### src/rtl/fetch_stage.sv
// rtl/fetch_stage.sv - RV32I IF stage: PC, single-outstanding imem fetch, IF/ID register (optional FETCH_MISALIGN_CHK_EN)
module fetch_stage #(
    parameter logic [31:0] RESET_PC  = 32'h0000_0000,
    parameter logic [31:0] NOP_INSTR = 32'h0000_0013
) (
    input  logic        clk,
    input  logic        rst,
    output logic        imem_req_valid,
    input  logic        imem_req_ready,
    output logic [31:0] imem_addr,
    input  logic        imem_resp_valid,
    input  logic [31:0] imem_rdata,
    input  logic        stall,
    input  logic        redirect_valid,
    input  logic [31:0] redirect_pc,
    output logic [31:0] instr,
    output logic [31:0] instr_pc,
    output logic        instr_valid
`ifdef FETCH_MISALIGN_CHK_EN
    ,
    output logic        instr_misalign
`endif
);

    localparam logic [2:0] S_REQ   = 3'd0;
    localparam logic [2:0] S_WAIT  = 3'd1;
    localparam logic [2:0] S_HOLD  = 3'd2;
    localparam logic [2:0] S_DRAIN = 3'd3;
`ifdef FETCH_MISALIGN_CHK_EN
    localparam logic [2:0] S_FAULT = 3'd4;
`endif

    logic [2:0]  state;
    logic [2:0]  state_nxt;
    logic [31:0] pc;
    logic [31:0] req_pc;
    logic [31:0] hold_instr;
    logic [31:0] hold_pc;
    logic        outstanding;
    logic        accept;
    logic [31:0] redirect_target;
    logic        resp_load;
    logic        resp_hold;

`ifdef FETCH_MISALIGN_CHK_EN
    logic        redirect_misalign;
    assign redirect_target   = redirect_pc;
    assign redirect_misalign = |redirect_pc[1:0];
`else
    logic        unused_redirect_low;
    assign redirect_target     = {redirect_pc[31:2], 2'b00};
    assign unused_redirect_low = ^redirect_pc[1:0];
`endif

    // A redirect withdraws any pending request in the same cycle.
    assign imem_req_valid = (state == S_REQ) && !redirect_valid && !rst;
    assign imem_addr      = {pc[31:2], 2'b00};
    assign accept         = imem_req_valid && imem_req_ready;

    // A returning word goes straight to IF/ID when decode can take it or IF/ID is empty.
    assign resp_load = (state == S_WAIT) && imem_resp_valid && (!stall || !instr_valid);
    assign resp_hold = (state == S_WAIT) && imem_resp_valid && stall && instr_valid;

    // Next-state selection; redirect outranks everything else.
    always_comb begin
        state_nxt = state;
        if (redirect_valid) begin
`ifdef FETCH_MISALIGN_CHK_EN
            if (redirect_misalign)
                state_nxt = S_FAULT;
            else
`endif
            if (outstanding && !imem_resp_valid)
                state_nxt = S_DRAIN;
            else
                state_nxt = S_REQ;
        end else begin
            case (state)
                S_REQ:   if (accept) state_nxt = S_WAIT;
                S_WAIT:  if (resp_load) state_nxt = S_REQ;
                         else if (resp_hold) state_nxt = S_HOLD;
                S_HOLD:  if (!stall) state_nxt = S_REQ;
                S_DRAIN: if (imem_resp_valid) state_nxt = S_REQ;
`ifdef FETCH_MISALIGN_CHK_EN
                S_FAULT: state_nxt = S_FAULT;
`endif
                default: state_nxt = S_REQ;
            endcase
        end
    end

    // Fetch control: PC, outstanding-request tracking and the one-entry hold buffer.
    always_ff @(posedge clk) begin
        if (rst) begin
            state       <= S_REQ;
            pc          <= RESET_PC;
            req_pc      <= RESET_PC;
            hold_instr  <= NOP_INSTR;
            hold_pc     <= RESET_PC;
            outstanding <= 1'b0;
        end else begin
            state <= state_nxt;
            if (imem_resp_valid)
                outstanding <= 1'b0;
            if (accept)
                outstanding <= 1'b1;
            if (redirect_valid)
                pc <= redirect_target;
            else if (accept)
                pc <= pc + 32'd4;
            if (accept)
                req_pc <= pc;
            if (resp_hold && !redirect_valid) begin
                hold_instr <= imem_rdata;
                hold_pc    <= req_pc;
            end
        end
    end

    // IF/ID pipeline register: flush on redirect, hold on stall, bubble when nothing new.
    always_ff @(posedge clk) begin
        if (rst) begin
            instr          <= NOP_INSTR;
            instr_pc       <= RESET_PC;
            instr_valid    <= 1'b0;
`ifdef FETCH_MISALIGN_CHK_EN
            instr_misalign <= 1'b0;
`endif
        end else if (redirect_valid) begin
            instr          <= NOP_INSTR;
            instr_valid    <= 1'b0;
`ifdef FETCH_MISALIGN_CHK_EN
            instr_misalign <= 1'b0;
`endif
        end else if (resp_load) begin
            instr          <= imem_rdata;
            instr_pc       <= req_pc;
            instr_valid    <= 1'b1;
`ifdef FETCH_MISALIGN_CHK_EN
            instr_misalign <= 1'b0;
`endif
        end else if (state == S_HOLD && !stall) begin
            instr          <= hold_instr;
            instr_pc       <= hold_pc;
            instr_valid    <= 1'b1;
`ifdef FETCH_MISALIGN_CHK_EN
            instr_misalign <= 1'b0;
        end else if (state == S_FAULT && !stall) begin
            instr          <= NOP_INSTR;
            instr_pc       <= pc;
            instr_valid    <= 1'b1;
            instr_misalign <= 1'b1;
`endif
        end else if (!stall) begin
            instr          <= NOP_INSTR;
            instr_valid    <= 1'b0;
`ifdef FETCH_MISALIGN_CHK_EN
            instr_misalign <= 1'b0;
`endif
        end
    end

endmodule
### config.mk
export PLATFORM = sky130hd
export DESIGN_NAME = fetch_stage
export DESIGN_NICKNAME = d
export VERILOG_FILES = /design/src/rtl/fetch_stage.sv
export SDC_FILE = /design/constraint.sdc
export NUM_CORES = 1
export LEC_CHECK = 0
export ABC_CLOCK_PERIOD_IN_PS = 4100
export CELL_PAD_IN_SITES_DETAIL_PLACEMENT = 1
export CELL_PAD_IN_SITES_GLOBAL_PLACEMENT = 2
export CORE_UTILIZATION = 31
export CTS_CLUSTER_SIZE = 24
export DETAILED_ROUTE_END_ITERATION = 7
export GPL_ROUTABILITY_DRIVEN = 1
export GPL_TIMING_DRIVEN = 1
export MAX_ROUTING_LAYER = met4
export PLACE_DENSITY = 0.9
export SLEW_MARGIN = 20
export SYNTH_ARGS = -nofsm -noshare
export SYNTH_HDL_FRONTEND = slang
export SYNTH_SLANG_ARGS = --single-unit
### constraint.sdc
create_clock -name clk -period 4.1 [get_ports clk]
set_input_delay 0.615 -clock clk [delete_from_list [all_inputs] [get_ports clk]]
set_output_delay 0.615 -clock clk [all_outputs]
set_load 0.01 [all_outputs]
==> metrics.log <==
INFO  metric fin_worst_hold_slack = 456 ps
INFO  metric drt.antenna.violating_nets = 0
INFO  metric grt_antenna_before_repair = 2
INFO  metric report.final.hold_viol_count = 0
INFO  metric hold_path_end = hold_pc[24]$_SDFFE_PP0P_
INFO  metric core = 0.0243 mm^2
INFO  metric p_sw_share = 26.3%
INFO  metric timing.critical_path.fanout_max = 33
INFO  metric worst_hold_path.num_cells = 2
INFO  metric cp.arrival = 2360 ps
INFO  metric synthArstFlopShare = 0%
INFO  metric layout_setup_ws = 1120 ps
INFO  metric cpMaxStageDelayCell = or2_2
INFO  metric timing.final.crit_period = 2980 ps
INFO  metric cts_hold_buf = 0
INFO  metric vias_in_the_first_global_route = 7,514
INFO  metric netlist-cell-type-count = 52
INFO  metric syn_inst = 986
INFO  metric tritoncts.num_buffers = 17
INFO  metric max_cap_viol_count = 0
INFO  metric synth_top_flop_cell = dfxtp_1
INFO  metric dp.final_hpwl = 16,300 um
INFO  metric synth-warning-count = 0
INFO  metric fp.dieW = 160 um
INFO  metric min_from = hold_pc[24]$_SDFFE_PP0P_
INFO  metric post_cts_resize_count = 0
INFO  metric startpoint = rst
INFO  metric post-route-cell-area = 0.0102 mm^2
INFO  metric clkTransAtPathRegs = 80 ps
INFO  metric die_ar = 0.0255 mm^2
INFO  metric clock_latency = 440 ps
INFO  metric layout_common_cells = nand2_1, dfxtp_1, clkdlybuf4s50_1
INFO  metric min_period_over_period = 72.7%
INFO  metric initial_cell_density_of_the_core = 31.7%
INFO  metric crit_chain = buf_4 -> or2_2 -> nor3_1 -> clkdlybuf4s50_1
INFO  metric timing_limited_maximum_frequency = 336 MHz
INFO  metric final_max_slew_viol_count = 0
INFO  metric combPwrFrac = 7.9%
INFO  metric tritoncts_clock_tree = done
INFO  metric post_dp_cell_area = 0.00955 mm^2
INFO  metric die-height = 160 um
INFO  metric worst_r2r_path_depth = 6
INFO  metric tightest_slew = 891 ps
INFO  metric reg2reg_setup_slack = 1660 ps
INFO  metric rsz0062_at_grt = false
INFO  metric cellInternalPower = 2.89 mW
INFO  metric crit_path_end_kind = output pin
INFO  metric crit_path_start_kind = primary input
INFO  metric cts.root.buffer_cell = clkbuf_16
INFO  metric area.growth.synth_to_final = 32.0%
INFO  metric worst-setup-path-type = primary input to output pin
INFO  metric drt_wl_total = 25,000 um
INFO  metric synth_sequential_area_ratio = 48.9%
INFO  metric setup_violations = 0
INFO  metric synth_enable_flop_cells = 0
INFO  metric gp_congestion = 0.797
INFO  metric p_per_cell_area = 386 mW/mm^2
INFO  metric hold_class = register to register
INFO  metric final_layout_size_suffix_gt1_share = 5.54%
INFO  metric setup_total_negative_slack = 0 ps
INFO  metric rr_startpoint = state[0]$_SDFFE_PP0P_
INFO  metric placement.io_buffers = 161
INFO  metric total_leakage_power = 3.22 nW
INFO  metric synth_area_per_cell = 7.81 um^2
INFO  metric detail_route.first_pass.iterations = 5
INFO  metric cts_setup_buffers = 0
INFO  metric worst-endpoint-required = 3480 ps
INFO  metric dp_worst_setup_slack = 1080 ps
INFO  metric viasPerCell = 5.11
INFO  metric finalNetCount = 1,177
INFO  metric most_common_library_cell_in_the_layout_ignoring_fill_and_taps = nand2_1
INFO  metric final.setup_skew = 13.0 ps
INFO  metric power_frac_seq = 48.6%
INFO  metric detailedRoute.firstIterationViolations = 311
INFO  metric synthesis_stage_register_bit_count = 188
INFO  metric buf_inv_stages_crit_path = 2
INFO  metric cts.sink_count = 188
INFO  metric largest_incremental_delay_on_the_critical_path = 640 ps
INFO  metric timing.max_slew.rel_slack = 40.6%
INFO  metric route.vias.total = 7,385
INFO  metric final-instance-count-excl-fill = 1,445
INFO  metric clk_path_buf_depth = 2
INFO  metric total_switching_power = 1.03 mW
INFO  metric timing.rr.end = instr_pc[16]$_SDFFE_PP0P_
INFO  metric wire_length_of_the_first_global_routing_pass = 40,900 um
INFO  metric critPathTopFamily = simple AND/OR/NAND/NOR gates
INFO  metric peakVddDrop = 0.248 mV
INFO  metric grt_max_degree = 89
INFO  metric run_status = completed
INFO  metric wl_per_cell = 17.3 um
INFO  metric ctsHtreeMaxLevel = 4
INFO  metric grt_usage = 20.7%
INFO  metric share_clk_of_total_power = 43.5%
INFO  metric area_of_the_mapped_netlist = 0.00770 mm^2
INFO  metric placementRows = 57
INFO  metric detail_route.drc_violations = 0
INFO  metric dp_cells = 1,411
INFO  metric grt_remaining_overflow = 0
INFO  metric io_pins = 168
==> sequential cells by signal, indices dropped and copies added, names as in the netlist <==
name,count
req_pc,30
instr_valid,1
hold_instr,32
outstanding,1
instr_pc,30
instr,32
hold_pc,30
pc,30
state,2
==> routing by layer <==
metal / wire (um) / vias up / share of wire [%] / track usage [%]
met2: 11500 / 155 / 46 / 32.9
met1: 11600 / 3578 / 46 / 25.9
li1: - / 3634 / - / -
met3: 1660 / 18 / 6.6 / 6.02
met4: 209 / 0 / 0.84 / 4.55
met5: 0 / - / 0 / -
==> worst min-delay path, delay by kind of cell, from the launching register on <==
family / cells / cell delay, ps
compound gates: 1 / 50
flops: 1 / 310
simple gates: 1 / 50
==> power by group through the flow <==
stage               Clock, mW  Sequential (mW)  Combinational (mW)
floorplan                   0             1.95               0.131
detailed placement          0             1.95               0.313
global placement            0             1.95               0.310
finish                   1.70             1.91               0.311
CTS                      1.73             1.91               0.315
global route             1.81             1.91               0.338
==> cell families (layout without fill, tap and decap cells) <==
kind of cell / after synthesis / after routing / share of synthesized area (%)
mux: 4 / 4 / 0.536
simple gates: 499 / 499 / 28.3
other cells: 1 / 6 / 0.0487
xor+xnor: 11 / 11 / 1.25
buf+inv: 87 / 217 / 4.62
fa+ha+maj: 1 / 1 / 0.163
compound gates: 195 / 195 / 16.2
flops: 188 / 188 / 48.9
==> how the worst max path moves through the flow <==
stage	end	slack [ps]	cells after the start
3_5_place_dp	pc[5]$_SDFFE_PP0P_	1080	7
5_1_grt	imem_req_valid	1040	4
6_report	imem_req_valid	1120	4
2_1_floorplan	instr_pc[10]$_SDFFE_PP0P_	1940	8
4_1_cts	imem_req_valid	1120	4
3_3_place_gp	pc[5]$_SDFFE_PP0P_	1100	7
==> Yosys cell counts, types with 3 or more instances <==
cell type,instances,area share [%]
a21oi_1,83,5.4
a2bb2oi_1,3,0.34
a311oi_1,30,3.4
a31oi_1,42,3.4
and2_1,5,0.41
buf_1,5,0.24
buf_2,5,0.33
buf_4,4,0.39
clkbuf_1,66,3.2
dfxtp_1,188,49
inv_1,6,0.29
mux2i_1,3,0.39
nand2_1,332,16
nand3_1,47,3.1
nand3b_1,22,2.1
nand4_1,10,0.81
nor2_1,47,2.3
nor3_1,4,0.26
nor4_1,4,0.33
o211ai_1,11,1.1
o21ai_0,4,0.26
o221ai_1,4,0.46
o22ai_1,8,0.65
or3_1,7,0.57
or4_1,4,0.39
xnor2_1,5,0.57
xor2_1,6,0.68
==> per-stage QoR <==
step           power (mW)  utilization, %
4_1_cts              3.95            41.8
3_3_place_gp         2.26            39.3
3_5_place_dp         2.26            39.3
5_1_grt              4.06            41.8
2_1_floorplan        2.08               -
6_report             3.92            41.8
==> layout make-up <==
cell class	count	area, um^2
fill	2893	14200
sequential	188	3760
clock buffer	18	429
multi-input combinational	714	3610
tap	324	405
clock inverter	14	173
inverter	6	22.5
antenna	2	5.00
timing repair buffer	179	1750
Power figures use the tool's default switching activity.
